--- src/rtl/xga_timing_pkg.sv ---
// ============================================================================
// Package : xga_timing_pkg
// Brief   : Default 1024x768@60 raster constants, counter types and FSM states
// Revision: 1.0 - initial release
// ============================================================================
`default_nettype none

package xga_timing_pkg;

   localparam int c_h_active = 1024;
   localparam int c_h_fp     = 24;
   localparam int c_h_sync   = 136;
   localparam int c_h_bp     = 160;
   localparam int c_h_total  = c_h_active + c_h_fp + c_h_sync + c_h_bp;

   localparam int c_v_active = 768;
   localparam int c_v_fp     = 3;
   localparam int c_v_sync   = 6;
   localparam int c_v_bp     = 29;
   localparam int c_v_total  = c_v_active + c_v_fp + c_v_sync + c_v_bp;

   // Shared with the mirrored frame-buffer address stage
   typedef logic [10:0] hcount_t;
   typedef logic [9:0]  vcount_t;

   typedef enum logic [1:0] {
      IDLE  = 2'd0,
      RUN   = 2'd1,
      DRAIN = 2'd2
   } state_t;

endpackage : xga_timing_pkg

`default_nettype wire

--- src/rtl/xga_timing_gen.sv ---
// ============================================================================
// Module  : xga_timing_gen
// Brief   : Free-running raster timing generator with whole-frame start/stop
// Revision: 1.0 - initial release
// ============================================================================
`default_nettype none

module xga_timing_gen
   import xga_timing_pkg::*;
#(
   parameter int H_ACTIVE = c_h_active,
   parameter int H_FP     = c_h_fp,
   parameter int H_SYNC   = c_h_sync,
   parameter int H_BP     = c_h_bp,
   parameter int V_ACTIVE = c_v_active,
   parameter int V_FP     = c_v_fp,
   parameter int V_SYNC   = c_v_sync,
   parameter int V_BP     = c_v_bp,
   parameter int FC_WIDTH = 6
) (
   input  logic                clk_in,
   input  logic                rst_in,
   input  logic                enable_in,
   output logic [10:0]         hcount_out,
   output logic [9:0]          vcount_out,
   output logic                hsync_out,
   output logic                vsync_out,
   output logic                blank_out,
   output logic                new_frame_out,
   output logic [FC_WIDTH-1:0] frame_count_out,
   output logic                running_out
);

   localparam int H_TOTAL = H_ACTIVE + H_FP + H_SYNC + H_BP;
   localparam int V_TOTAL = V_ACTIVE + V_FP + V_SYNC + V_BP;

   if (H_TOTAL > 2048) begin : g_h_total_check
      $error("H_TOTAL does not fit the 11-bit horizontal counter");
   end
   if (V_TOTAL > 1024) begin : g_v_total_check
      $error("V_TOTAL does not fit the 10-bit vertical counter");
   end

   localparam hcount_t c_h_last     = hcount_t'(H_TOTAL - 1);
   localparam vcount_t c_v_last     = vcount_t'(V_TOTAL - 1);
   localparam hcount_t c_h_vis      = hcount_t'(H_ACTIVE);
   localparam vcount_t c_v_vis      = vcount_t'(V_ACTIVE);
   localparam hcount_t c_hs_first   = hcount_t'(H_ACTIVE + H_FP);
   localparam hcount_t c_hs_last    = hcount_t'(H_ACTIVE + H_FP + H_SYNC - 1);
   localparam vcount_t c_vs_first   = vcount_t'(V_ACTIVE + V_FP);
   localparam vcount_t c_vs_last    = vcount_t'(V_ACTIVE + V_FP + V_SYNC - 1);

   state_t                r_state;
   hcount_t               r_hcount;
   vcount_t               r_vcount;
   logic                  r_hsync;
   logic                  r_vsync;
   logic                  r_blank;
   logic                  r_new_frame;
   logic [FC_WIDTH-1:0]   r_frame_count;
   logic                  r_running;

   state_t                w_state_nxt;
   hcount_t               w_hcount_nxt;
   vcount_t               w_vcount_nxt;
   hcount_t               w_hcount_adv;
   vcount_t               w_vcount_adv;
   logic                  w_last_h;
   logic                  w_last_px;
   logic                  w_frame_start;
   logic                  w_active_nxt;

   // Raster advance as if running; the FSM below picks whether to use it
   always_comb begin
      w_last_h     = (r_hcount == c_h_last);
      w_last_px    = w_last_h && (r_vcount == c_v_last);
      w_hcount_adv = w_last_h ? '0 : r_hcount + 1'b1;
      w_vcount_adv = r_vcount;
      if (w_last_h) begin
         w_vcount_adv = (r_vcount == c_v_last) ? '0 : r_vcount + 1'b1;
      end
   end

   always_comb begin
      w_state_nxt   = r_state;
      w_hcount_nxt  = r_hcount;
      w_vcount_nxt  = r_vcount;
      w_frame_start = 1'b0;
      case (r_state)
         IDLE: begin
            w_hcount_nxt = '0;
            w_vcount_nxt = '0;
            if (enable_in) begin
               w_state_nxt   = RUN;
               w_frame_start = 1'b1;
            end
         end
         RUN: begin
            w_hcount_nxt  = w_hcount_adv;
            w_vcount_nxt  = w_vcount_adv;
            w_frame_start = w_last_px;
            if (!enable_in) begin
               w_state_nxt = DRAIN;
            end
         end
         DRAIN: begin
            if (enable_in) begin
               w_state_nxt   = RUN;
               w_hcount_nxt  = w_hcount_adv;
               w_vcount_nxt  = w_vcount_adv;
               w_frame_start = w_last_px;
            end else if (w_last_px) begin
               w_state_nxt  = IDLE;
               w_hcount_nxt = '0;
               w_vcount_nxt = '0;
            end else begin
               w_hcount_nxt = w_hcount_adv;
               w_vcount_nxt = w_vcount_adv;
            end
         end
         default: begin
            w_state_nxt  = IDLE;
            w_hcount_nxt = '0;
            w_vcount_nxt = '0;
         end
      endcase
      w_active_nxt = (w_state_nxt != IDLE);
   end

   // Decodes use the next-count value so every registered output lines up
   always_ff @(posedge clk_in) begin
      if (!rst_in) begin
         r_state       <= IDLE;
         r_hcount      <= '0;
         r_vcount      <= '0;
         r_hsync       <= 1'b1;
         r_vsync       <= 1'b1;
         r_blank       <= 1'b1;
         r_new_frame   <= 1'b0;
         r_frame_count <= '0;
         r_running     <= 1'b0;
      end else begin
         r_state     <= w_state_nxt;
         r_hcount    <= w_hcount_nxt;
         r_vcount    <= w_vcount_nxt;
         r_hsync     <= !(w_active_nxt && (w_hcount_nxt >= c_hs_first)
                                       && (w_hcount_nxt <= c_hs_last));
         r_vsync     <= !(w_active_nxt && (w_vcount_nxt >= c_vs_first)
                                       && (w_vcount_nxt <= c_vs_last));
         r_blank     <= !w_active_nxt || (w_hcount_nxt >= c_h_vis)
                                      || (w_vcount_nxt >= c_v_vis);
         r_new_frame <= w_frame_start;
         r_running   <= w_active_nxt;
         if (w_frame_start) begin
            r_frame_count <= r_frame_count + 1'b1;
         end
      end
   end

   assign hcount_out      = r_hcount;
   assign vcount_out      = r_vcount;
   assign hsync_out       = r_hsync;
   assign vsync_out       = r_vsync;
   assign blank_out       = r_blank;
   assign new_frame_out   = r_new_frame;
   assign frame_count_out = r_frame_count;
   assign running_out     = r_running;

endmodule : xga_timing_gen

`default_nettype wire

--- config.mk ---
export PLATFORM = sky130hd
export DESIGN_NAME = xga_timing_gen
export DESIGN_NICKNAME = d
export VERILOG_FILES = /design/src/rtl/xga_timing_pkg.sv /design/src/rtl/xga_timing_gen.sv
export SDC_FILE = /design/constraint.sdc
export NUM_CORES = 1
export LEC_CHECK = 0
export ABC_AREA = 1
export BUFFER_PORTS_ARGS = -buffer_cell sky130_fd_sc_hd__buf_4
export CAP_MARGIN = 10
export CORE_UTILIZATION = 45
export DETAILED_ROUTE_END_ITERATION = 8
export MAX_ROUTING_LAYER = met4
export PLACE_DENSITY = 0.67
export SYNTH_ARGS = -nofsm -noshare
export SYNTH_HDL_FRONTEND = slang
export SYNTH_SLANG_ARGS = --single-unit
--- constraint.sdc ---
create_clock -name clk_in -period 2.51 [get_ports clk_in]
set_clock_uncertainty 0.05 [all_clocks]
set_input_delay 0.502 -clock clk_in [delete_from_list [all_inputs] [get_ports clk_in]]
set_output_delay 0.502 -clock clk_in [all_outputs]
set_load 0.02 [all_outputs]
# --- Word level (Yosys, flattened, before mapping) ---
# Index checks and enable logic that the tools add are counted.
totals:
  n_memories: 0
  rom_bits: 0
  latch_bits: 0
  ramBits: 0
  regBits: 34
  input_bits: 3
op_classes:
  addsub: 3
  n_eq_ne: 4
  n_mux: 17
  div: 0
  multipliers: 0
  n_reduce_logical: 12
  n_shift: 0
  n_lt_le_gt_ge: 6
  bitwise: 0
op_table:
  columns: ["op", "count"]
  rows:
  - ["$mux W10", 4]
  - ["$mux W11", 3]
  - ["$ge A11 B11 Y1 const B", 2]
  - ["$pmux W11 S2", 1]
  - ["$ge A10 B10 Y1 const B", 2]
  - ["$pmux W10 S2", 1]
  - ["$add A11 B1 Y11 const B", 1]
  - ["$eq A11 B11 Y1 const B", 1]
  - ["$le A11 B11 Y1 const B", 1]
  - ["$add A10 B1 Y10 const B", 1]
  - ["$eq A10 B10 Y1 const B", 1]
  - ["$le A10 B10 Y1 const B", 1]
  - ["$mux W2", 4]
  - ["$add A6 B1 Y6 const B", 1]
  - ["$pmux W2 S3", 1]
  - ["$logic_and A1 B1 Y1", 5]
  - ["$logic_not A1 Y1", 3]
  - ["$pmux W1 S3", 1]
  - ["$eq A2 B1 Y1 const B", 1]
  - ["$eq A2 B2 Y1 const B", 1]
  - ["$logic_not A2 Y1", 1]
  - ["$logic_or A1 B1 Y1", 2]
  - ["$mux W1", 2]
  - ["$reduce_bool A2 Y1", 1]

# --- Longest topological paths before layout ---
# Gate-level depths: netlist (run 1).
logic_depth:
  depth_word: 10
  ltp_mapped: 14
  ltp_nobuf: 14

# --- Worst setup path before layout (run 1) ---
# Ideal clock, no wire load.
synth_timing:
  kind: "flip-flop to flip-flop"
  from: "register r_hcount[0], in the netlist hcount_out[0]"
  to: "register r_frame_count[5], in the netlist frame_count_out[5]"
  slack_ns: 0.588
  path_stages_with_launch: 13
  arrival_time_ns: 1.757
  path_buffers: 0
  required_ns: 2.345
  path_cell_list: "dfxtp_1 -> ha_1 -> nand2_1 -> inv_1 -> nand2_2 -> nor2_4 -> nand2_4 -> o21ai_4 -> nand2_4 -> nor3_4 -> nand3_1 -> nand2_1 -> nor2_1"
synth_via:
  elab_chain_len: 4
synth_rtl:
  columns: ["element", "line_no", "text"]
  rows:
  - ["start: declaration", "xga_timing_gen.sv:54", "hcount_t r_hcount;"]
  - ["start signal: assignment", "xga_timing_gen.sv:144", "r_hcount <= w_hcount_nxt;"]
  - ["$eq A11 B11 Y1 *", "xga_timing_gen.sv:75", "w_last_h = (r_hcount == c_h_last);"]
  - ["$logic_and A1 B1 Y1 *", "xga_timing_gen.sv:76", "w_last_px = w_last_h && (r_vcount == c_v_last);"]
  - ["$mux W1", "xga_timing_gen.sv:107", "if (enable_in) begin"]
  - ["$pmux W1 S3 *", "xga_timing_gen.sv:89", "case (r_state)"]
  - ["end signal: assignment", "xga_timing_gen.sv:155", "r_frame_count <= r_frame_count + 1'b1;"]
  - ["end: declaration", "xga_timing_gen.sv:60", "logic [FC_WIDTH-1:0] r_frame_count;"]
# Every way passes the cells marked *; elsewhere a longest branch is shown, timed or not.
# A chain may end at the register's enable or synchronous reset.

# --- Final worst setup path (run 1) ---
layout_timing:
  from: "register r_hcount[0], in the netlist hcount_out[0]"
  to: "register r_hsync, in the netlist hsync_out"
layout_via:
  elab_chain_len: 9
layout_rtl:
  columns: ["element", "line_no", "text"]
  rows:
  - ["$add A11 B1 Y11 or $eq A11 B11 Y1 (tied branches)", "xga_timing_gen.sv:77, xga_timing_gen.sv:75", null]
  - ["$mux W11 or $logic_and A1 B1 Y1 (tied branches)", "xga_timing_gen.sv:77, xga_timing_gen.sv:76", null]
  - ["$mux W11 or $mux W2 (tied branches)", "xga_timing_gen.sv:112", "end else if (w_last_px) begin"]
  - ["$mux W11 or $mux W2 (tied branches)", "xga_timing_gen.sv:107", null]
  - ["$pmux W11 S2 or $pmux W2 S3 (tied branches)", "xga_timing_gen.sv:89", null]
  - ["$ge A11 B11 Y1 or $reduce_bool A2 Y1 (tied branches)", "xga_timing_gen.sv:146, xga_timing_gen.sv:127", null]
  - ["$logic_and A1 B1 Y1", "xga_timing_gen.sv:146", "r_hsync <= !(w_active_nxt && (w_hcount_nxt >= c_hs_first)"]
  - ["$logic_and A1 B1 Y1 *", "xga_timing_gen.sv:147", "&& (w_hcount_nxt <= c_hs_last));"]
  - ["$logic_not A1 Y1 *", "xga_timing_gen.sv:146", null]
  - ["end signal: assignment", "xga_timing_gen.sv:146", null]
  - ["end: declaration", "xga_timing_gen.sv:56", "logic r_hsync;"]
# Marked as above.

==> impl_results.md, run 1 <==
* Slew headroom at 51.4%
* RR Startpoint: hcount_out[0]$_SDFF_PN0_
* Max rail drop VDD at 0.000329 V
* Met2 Routed Length at 2210 µm
* Layout area overhead at 21.4%
* CP arrival at 2.29 ns
* Layout Cells excl Fill at 383
* Vias in the first global route at 1,719
* # port buffers at 34
* Die height at 67.9 µm
* Clk buf depth at 2
* GPL Wtd Cong at 0.926
* Row cnt at 23
* Pin count of the biggest net entering global routing at 22
* Distinct cells, synth at 27
* CTS tree: done
* Ranking of synthesized cells by area: dfxtp_1 (35%), nand2_1 (12%), nor2_1 (10%), nand3_1 (8.2%), inv_1 (7.5%)
* Initial antenna violation count at 0
* P_leak at 0.00106 µW
* Setup-failing EPs final at 0
* Worst r2r dst: hsync_out$_SDFF_PN1_
* Critical Path RT at 2.63 ns
* Final WL at 4640 µm
* CP Launch Type: register
* Setup crit end kind: register
* Syn Inst Count at 295
* Setup repair bufs after CTS at 0
* Core ar. at 0.00409 mm²
* Upper clock frequency limit at 461 MHz
* Cell taking the most area after synthesis: dfxtp_1
* # DRC at 0
* Initial drt markers at 115
* CP max stage delay at 0.33 ns
* Yosys reg bits at 34
* Reg clk slew, reported paths at 0.07 ns
* Worst Path Max Fanout at 7
* Wirelength per Cell at 12.1 µm
* Fin Setup TNS at 0 ns
* Nets at 344
* Fin. max-slew vios at 0
* Status: finished clean
* P per Cell Area at 514 mW/mm²
* Post-Syn Nets at 306
* RSZ-0062 raised after global routing: false
* Highest Signal Layer: met4
* Via/cell ratio at 5.14
* Critical Path, Cell by Cell: ha_1 > nand2_1 > nor2_4 > nand2_2 > nand2_2 > nor2_1 > o211ai_1 > or2_0 > a21oi_1 > nand2_1
* Worst reg2reg setup slack at 0.34 ns
* Clk sinks at 34
* Final min period at 2.17 ns
* Total gr overflow at 0
* Final worst path period share at 86.5%
* WL met1 at 2170 µm
* Top-level I/O count at 35
* CP max stage cell: dfxtp_1
* First-pass GRT wire length at 7580 µm
* First drt pass iteration count at 4
* Layout cells sized above 1 at 17.1%
* Worst hold path class: register to register
* Fillers at 412
* R2r worst-path depth at 10
* Worst-Skew Late Latency at 0.28 ns
* Antenna-violating nets left at 0
* YS warnings at 0
* Syn Std Cell Area at 0.00196 mm²
* Root Driver: clkbuf_8
* DP HPWL at 3620 µm
* Metal3 WL at 209 µm
* MaxCap Viol Count at 0
* Setup CP Type: register to register
* Worst slew pin tran at 0.728 ns
* # hold bufs at CTS at 0
* Die area at 0.00462 mm²
* Routed via count at 1,970
* GRT Overall Usage at 22.9%
* H-tree depth at 2
* Yosys top cell area share at 34.8%
* Antenna diodes at 0
* Inserted Clock Buffers at 5
* Dpl cells at 376
* PostCTS Resize Cnt at 0
* WHS Path Cells at 1
* Post-synthesis sequential area ratio at 34.8%
* Hold path start: hcount_out[0]$_SDFF_PN0_
* Final hold violation count at 0
* Starting Density at 47.9%
* Hold endpoint: hcount_out[0]$_SDFF_PN0_
* Die width at 67.9 µm
* Syn Area/Cell at 6.63 µm²
## state kept, by name, indices dropped and copies added (netlist names)
signal,flops
frame_count_out,6
blank_out,1
hsync_out,1
r_state,2
vsync_out,1
running_out,1
vcount_out,10
hcount_out,11
new_frame_out,1
## how the worst max path moves through the flow
stage	to	slack, ns	cells past startpoint	startpoint
detailed placement	hsync_out$_SDFF_PN1_	0.39	10	hcount_out[0]$_SDFF_PN0_
global placement	hsync_out$_SDFF_PN1_	0.39	10	hcount_out[0]$_SDFF_PN0_
CTS	hsync_out$_SDFF_PN1_	0.34	10	hcount_out[0]$_SDFF_PN0_
finish	hsync_out$_SDFF_PN1_	0.34	10	hcount_out[0]$_SDFF_PN0_
floorplan	frame_count_out[5]$_SDFFE_PN0P_	0.59	12	hcount_out[0]$_SDFF_PN0_
global route	hsync_out$_SDFF_PN1_	0.23	10	hcount_out[0]$_SDFF_PN0_
## critical path, delay by kind of cell (launching register included)
| kind | cells | cell delay [ns] |
|---|---|---|
| AOI/OAI and AO/OA | 2 | 0.34 |
| adders and majority gates | 1 | 0.24 |
| DFF | 1 | 0.33 |
| and+or+nand+nor | 7 | 1.09 |
## Yosys cell counts
| master | instances |
|---|---|
| nand2_2 | 4 |
| nor3b_2 | 1 |
| or2_0 | 1 |
| nand2_1 | 63 |
| nor2_4 | 2 |
| nor3_2 | 1 |
| o21ai_0 | 13 |
| o211ai_1 | 2 |
| nand3b_1 | 1 |
| nand3_1 | 32 |
| dfxtp_1 | 34 |
| o21ai_4 | 1 |
| o21bai_1 | 1 |
| ha_1 | 8 |
| a21oi_1 | 11 |
| xnor2_1 | 1 |
| nand2_4 | 2 |
| nor2_1 | 54 |
| or2_2 | 1 |
| xor2_1 | 2 |
| nand4_1 | 4 |
| clkbuf_1 | 2 |
| nor3_4 | 2 |
| buf_2 | 1 |
| inv_1 | 39 |
| nor3_1 | 10 |
| nor2_2 | 2 |
## layout by cell type, fill, tap and decap left out, types with 2 or more instances in the layout
cell type and n:
nand2_2 4, nor2_1 54, nand4_1 4, inv_1 39
o211ai_1 2, dfxtp_1 34, o21ai_0 13, clkbuf_8 6
nand2_4 2, nor2_4 2, a21oi_1 11, nand3_1 32
buf_4 34, nor3_1 10, ha_1 8, nand2_1 63
nor3_4 2, xor2_1 2, nor2_2 2
## kinds of logic after synthesis
logic type,Yosys count,synth area share [%]
flops,34,34.8
buf+inv,42,8.12
xor+xnor,3,1.34
compound gates,28,8.12
fa+ha+maj,8,5.12
simple gates,180,42.5
## per-layer routing
layer	global-route usage, %	vias to the layer above
met5	-	-
met4	7.55	0
met3	4.83	6
met2	35.8	48
met1	29.1	898
li1	-	1018
## power by group
| group | internal, µW | leakage, µW | switching, µW | total [µW] |
|---|---|---|---|---|
| Combinational | 48.6 | 0.000729 | 97.5 | 146 |
| Sequential | 555 | 0.000276 | 12.6 | 568 |
| Clock | 317 | 0.0000573 | 190 | 508 |
| Total | 921 | 0.00106 | 300 | 1220 |
## per-stage QoR
stage | utilization, % | hold slack, ns | area, µm² | total power [µW] | worst slack [ns]
global placement | 55.4 | 0.398 | 2260 | 723 | 0.389
global route | 58.1 | 0.440 | 2370 | 1280 | 0.233
floorplan | - | 0.469 | 1960 | 677 | 0.588
detailed placement | 55.4 | 0.407 | 2260 | 726 | 0.386
finish | 58.1 | 0.419 | 2370 | 1220 | 0.339
CTS | 58.1 | 0.424 | 2370 | 1230 | 0.340
## layout make-up
cell class	count	area [µm²]	area share, %
Tap cell	50	62.6	2.63
Multi-Input combinational cell	219	1120	47.0
Clock inverter	1	30.0	1.26
Inverter	39	146	6.16
Sequential cell	34	681	28.7
Clock buffer	6	82.6	3.48
Timing Repair Buffer	34	255	10.7
Power figures use the tool's default switching activity.
==> run 2: changes to the inputs <==
--- a/config.mk
+++ b/config.mk
@@ -6,12 +6,14 @@
 export NUM_CORES = 1
 export LEC_CHECK = 0
 export ABC_AREA = 1
+export ABC_CLOCK_PERIOD_IN_PS = 2510
 export BUFFER_PORTS_ARGS = -buffer_cell sky130_fd_sc_hd__buf_4
 export CAP_MARGIN = 10
 export CORE_UTILIZATION = 45
 export DETAILED_ROUTE_END_ITERATION = 8
 export MAX_ROUTING_LAYER = met4
 export PLACE_DENSITY = 0.67
+export SETUP_SLACK_MARGIN = 0.4
 export SYNTH_ARGS = -nofsm -noshare
 export SYNTH_HDL_FRONTEND = slang
 export SYNTH_SLANG_ARGS = --single-unit
==> run 2 against run 1 <==
Worst setup slack better by 0.23 ns. Non-clock buffer count is 3 higher. Clock power hardly changed. Critical path depth is 2 lower. Wire length is 1.4% higher. Register-to-register slack better by 0.23 ns. Maximum frequency is 12% higher. Largest cell class unchanged. Cell area is 2.3% higher. Sequential power hardly changed. Count of clock-buffer cells in the layout stayed put.
==> impl_results.md, run 2 (same netlist as run 1, synthesis figures left out) <==
* Core ar. at 0.00409 mm²
* Initial antenna violation count at 0
* Vias in the first global route at 1,723
* Worst-Skew Late Latency at 0.28 ns
* Wirelength per Cell at 12.2 µm
* Upper clock frequency limit at 514 MHz
* Worst slew pin tran at 0.718 ns
* Critical Path, Cell by Cell: inv_1 > ha_2 > inv_1 > nor2_2 > o211ai_1 > or2_0 > a21oi_1 > nand2_1
* GPL Wtd Cong at 0.926
* CTS tree: done
* Die height at 67.9 µm
* M2 GR Usage at 36.0%
* Root Driver: clkbuf_8
* Reg clk slew, reported paths at 0.07 ns
* Antenna diodes at 0
* Final WL at 4700 µm
* CP Launch Type: register
* M3 GR Usage at 4.83%
* Worst path most repeated cell: inv_1
* Max rail drop VDD at 0.000330 V
* Worst reg2reg setup slack at 0.57 ns
* Via/cell ratio at 5.13
* H-tree depth at 2
* Fin Setup TNS at 0 ns
* MaxCap Viol Count at 0
* First drt pass iteration count at 4
* Status: finished clean
* # DRC at 0
* Fin. max-slew vios at 0
* Pin count of the biggest net entering global routing at 22
* CP arrival at 2.06 ns
* Global route hottest layer: met2
* Antenna-violating nets left at 0
* # port buffers at 34
* Pwr Total at 1230 µW
* Final hold violation count at 0
* Layout cells sized above 1 at 21.4%
* Critical Path RT at 2.63 ns
* Slew headroom at 52.0%
* RSZ-0062 raised after global routing: false
* Total gr overflow at 0
* Setup-failing EPs final at 0
* Die area at 0.00462 mm²
* Starting Density at 47.9%
* Commonest non-fill, non-tap cell in the layout: nand2_1
* Most frequent cells in the layout: nand2_1 (61), nor2_1 (50), inv_1 (39)
* Setup crit end kind: register
* Inserted Clock Buffers at 5
* Die width at 67.9 µm
* Nets at 347
* P per Cell Area at 507 mW/mm²
* Routed via count at 1,980
* DP HPWL at 3620 µm
* Worst Path Max Fanout at 6
* Layout area overhead at 24.2%
* First-pass GRT wire length at 7580 µm
* Setup CP Type: register to register
* Worst hold path class: register to register
* Final worst path period share at 77.5%
* CP max stage cell: ha_2
* Grt met1 use at 29.0%
* Top-level I/O count at 35
* Initial drt markers at 99
* Clk sinks at 34
* Row cnt at 23
* Clk buf depth at 2
* P_leak at 0.00108 µW
* # hold bufs at CTS at 0
* Max reg flops at 11
* Final min period at 1.94 ns
* CP max stage delay at 0.39 ns
* GRT Overall Usage at 22.9%
-- run 2: area by class of cell --
type                            count  area (µm²)
Clock inverter                      1        30.0
Clock buffer                        6        82.6
Fill cell                         412        1660
Tap cell                           50        62.6
Timing Repair Buffer               37         278
Multi-Input combinational cell    219        1150
Inverter                           39         146
Sequential cell                    34         684
-- run 2: layer usage --
metal	part of all wire [%]	vias up	routed length, µm
met5	0	-	0
met4	1.0	0	47
met3	4.7	5	221
met2	49	51	2310
met1	45	901	2120
li1	-	1023	-
-- run 2: critical path: cells and delay by family, from the launching register on --
kind	cells	cell delay, ns
compound gates	2	0.31
fa+ha+maj	1	0.39
buf+inv	2	0.17
flops	1	0.37
simple gates	3	0.53
-- run 2: where the power goes --
part	internal, µW	switching (µW)
combinational	53.6	101
clock	317	191
sequential	556	12.7
-- run 2: path summary, 6_finish.rpt --
kind                                                from                  endpoint  depth (start not counted)
worst min register to register  hcount_out[0]$_SDFF_PN0_  hcount_out[0]$_SDFF_PN0_                          1
worst max-delay path               r_state[1]$_SDFF_PN0_      hsync_out$_SDFF_PN1_                          8
worst min-delay path            hcount_out[0]$_SDFF_PN0_  hcount_out[0]$_SDFF_PN0_                          1
worst max register to register     r_state[1]$_SDFF_PN0_      hsync_out$_SDFF_PN1_                          8
-- run 2: through the flow --
step	instance area [µm²]	util, %	cells	setup WS, ns	hold WS [ns]
after global placement	2260	55.4	376	0.389	0.398
after floorplan	1960	-	295	0.588	0.469
after CTS	2380	58.2	383	0.448	0.424
final	2430	59.5	386	0.565	0.384
after global routing	2430	59.5	386	0.398	0.396
after detailed placement	2260	55.4	376	0.386	0.407
-- run 2: timing repair --
action / in CTS / in global routing
resized for setup: 1 / 13
buffers inserted: 0 / 3
endpoints found under the setup margin: 1 / 6
hold endpoints to repair: 0 / 0
pin swaps: 0 / 3
==> run 3: changes to the inputs <==
--- a/config.mk
+++ b/config.mk
@@ -5,14 +5,14 @@
 export SDC_FILE = /design/constraint.sdc
 export NUM_CORES = 1
 export LEC_CHECK = 0
-export ABC_AREA = 1
-export ABC_CLOCK_PERIOD_IN_PS = 2510
+export ABC_AREA = 0
+export ABC_CLOCK_PERIOD_IN_PS = 1700
 export BUFFER_PORTS_ARGS = -buffer_cell sky130_fd_sc_hd__buf_4
 export CAP_MARGIN = 10
 export CORE_UTILIZATION = 45
 export DETAILED_ROUTE_END_ITERATION = 8
 export MAX_ROUTING_LAYER = met4
-export PLACE_DENSITY = 0.67
+export PLACE_DENSITY = 0.69
 export SETUP_SLACK_MARGIN = 0.4
 export SYNTH_ARGS = -nofsm -noshare
 export SYNTH_HDL_FRONTEND = slang
==> constraint.sdc (replaced) <==
create_clock -name clk_in -period 1.7 [get_ports clk_in]
set_clock_uncertainty 0.05 [all_clocks]
set_input_delay 0.34 -clock clk_in [delete_from_list [all_inputs] [get_ports clk_in]]
set_output_delay 0.34 -clock clk_in [all_outputs]
set_load 0.02 [all_outputs]
==> run 3 against run 2 <==
The flow now finishes with violations (setup timing). Clock power up 15%. Sequential share of layout area down 5.7 points. First-iteration DRC count up 48%. Flip-flop and latch count unchanged. Cell area up 32%. Worst setup slack worse by 1.1 ns. Register-to-register slack worse by 1.1 ns. Wire length up 20%. Synthesized area up 1.7%. Largest power group unchanged.
==> impl_results.md, run 3 <==
* Setup-failing EPs final at 33
* Row cnt at 23
* Layout cells sized above 1 at 45.7%
* Worst hold path class: primary input to register
* Final worst path period share at 131%
* FF/Latch Area at 722 µm²
* Root Driver: clkbuf_8
* H-tree depth at 2
* Setup crit end kind: register
* Initial drt markers at 147
* Final hold violation count at 0
* Layout area overhead at 61.6%
* RSZ-0062 raised after global routing: true
* Most common cell in the synthesized netlist: dfxtp_1
* Critical Path RT at 1.89 ns
* Upper clock frequency limit at 447 MHz
* # hold bufs at CTS at 0
* Status: complete, but fails checks
* DP HPWL at 3880 µm
* Yosys top cell area share at 34.2%
* First drt pass iteration count at 4
* CP arrival at 2.42 ns
* Hold Slack at 0.344 ns
* Routed via count at 2,115
* Top-level I/O count at 35
* Die area at 0.00469 mm²
* Fillers at 312
* Cell taking the most area after synthesis: dfxtp_1
* Wirelength per Cell at 14.1 µm
* GRT Overall Usage at 25.9%
* # port buffers at 34
* Die width at 68.5 µm
* Worst reg2reg setup slack at -0.54 ns
* Pin count of the biggest net entering global routing at 14
* Top_reg_cell synth: dfxtp_1
* Antenna diodes at 0
* Distinct cells, synth at 48
* Via/cell ratio at 5.29
* Reg clk slew, reported paths at 0.07 ns
* Antenna-violating nets left at 0
* DP Worst Slack at -0.568 ns
* Commonest non-fill, non-tap cell in the layout: buf_4
* Post-synthesis async set-or-reset flop share at 0%
* P_leak at 0.00134 µW
* Multi-input gate area at 0.00135 mm²
* Fin. max-slew vios at 0
* MaxCap Viol Count at 0
* Setup CP Type: register to register
* Starting Density at 48.3%
* Worst slew pin tran at 0.418 ns
* Syn Inst Count at 249
* Commonest cells post-synth: dfxtp_1 (34), nor2_1 (33), nand2_1 (19)
* Clk buf depth at 2
* Final min period at 2.24 ns
* Post-synthesis sequential area ratio at 34.2%
* Die height at 68.5 µm
* Violated checks: setup timing
* YS warnings at 0
* First-pass GRT wire length at 8710 µm
* Nets at 360
* Total gr overflow at 0
* Max rail drop VDD at 0.000476 V
* Worst setup margin at -0.535 ns
* Core ar. at 0.00412 mm²
* CTS tree: done
* P per Cell Area at 529 mW/mm²
* Final WL at 5620 µm
* Syn Area/Cell at 7.99 µm²
* Slew headroom at 71.9%
* Clk sinks at 34
* # DRC at 0
* Syn Std Cell Area at 0.00199 mm²
* Max reg flops at 11
* Fin Setup TNS at -9.90 ns
* Inserted Clock Buffers at 5
* CP Launch Type: register
* GPL Wtd Cong at 0.800
* Worst-Skew Late Latency at 0.29 ns
* Yosys reg bits at 34
* Post-synth EDFFs at 0
* Most frequent cells in the layout: buf_4 (67), buf_6 (37), nor2_1 (31)
* Ranking of synthesized cells by area: dfxtp_1 (34%), nor2_1 (6.2%), xor2_1 (6.2%), ha_1 (5.0%), nand3_1 (4.5%)
* Initial antenna violation count at 0
* Worst Path Max Fanout at 5
* Vias in the first global route at 1,956
* Post-Syn Nets at 260
==> run 3: what timing repair did <==
action                                  CTS  global route
pin swaps                                 7             3
buffers inserted                          1             7
resized for setup                        47            11
endpoints found under the setup margin   52            49
hold endpoints to repair                  0             0
==> run 3: path summary, 6_finish.rpt <==
path         cells after the start                            start                         endpoint
max                              6         hcount_out[6]$_SDFF_PN0_  frame_count_out[2]$_SDFFE_PN0P_
min                              3                           rst_in            r_state[0]$_SDFF_PN0_
max reg2reg                      6         hcount_out[6]$_SDFF_PN0_  frame_count_out[2]$_SDFFE_PN0P_
min reg2reg                      2  frame_count_out[5]$_SDFFE_PN0P_  frame_count_out[5]$_SDFFE_PN0P_
==> run 3: per-layer routing <==
metal  track usage (%)  part of all wire, %  vias up
met5                 -                    0        -
met4              10.2                  2.1        0
met3              3.95                  3.2       15
met2              43.3                   49       44
met1              31.1                   45      981
li1                  -                    -     1075
==> run 3: cell families (layout without fill, tap and decap cells) <==
logic type / Yosys count / count (layout) / synth area share, %
muxes: 3 / 3 / 1.51
buffers and inverters: 23 / 124 / 4.90
xor gates and xnor gates: 23 / 23 / 10.1
and+or+nand+nor: 113 / 113 / 29.4
AOI/OAI and AO/OA: 45 / 45 / 14.8
adders and majority gates: 8 / 8 / 5.03
DFF: 34 / 34 / 34.2
==> run 3: critical path: stages (launching register included) <==
cell	delay (ns)
dfxtp_2	0.32
or4b_4	0.55
or3_4	0.39
a211o_4	0.31
a211oi_2	0.23
xor2_1	0.20
and2_1	0.14
==> run 3: cell type report <==
type | instances | share of cell area (%)
multi-input combinational | 192 | 42.1
inverter | 9 | 1.13
timing repair buffer | 107 | 29.8
clock buffer | 6 | 2.26
sequential | 34 | 22.5
tap | 50 | 1.95
clock inverter | 2 | 0.311
==> run 3: metrics by stage <==
stage | cells | total power, µW | instance area (µm²) | utilization [%]
floorplan | 249 | 988 | 2140 | -
global placement | 384 | 1110 | 2860 | 69.4
detailed placement | 384 | 1110 | 2860 | 69.4
CTS | 393 | 1710 | 3130 | 76.0
global route | 400 | 1770 | 3220 | 78.1
finish | 400 | 1700 | 3220 | 78.1
==> run 3: power by group <==
group / leakage, µW / switching, µW / internal (µW) / total, µW
Clock: 0.0000450 / 304 / 284 / 587
Sequential: 0.000288 / 20.4 / 814 / 835
Combinational: 0.00101 / 143 / 137 / 280
Total: 0.00134 / 467 / 1230 / 1700
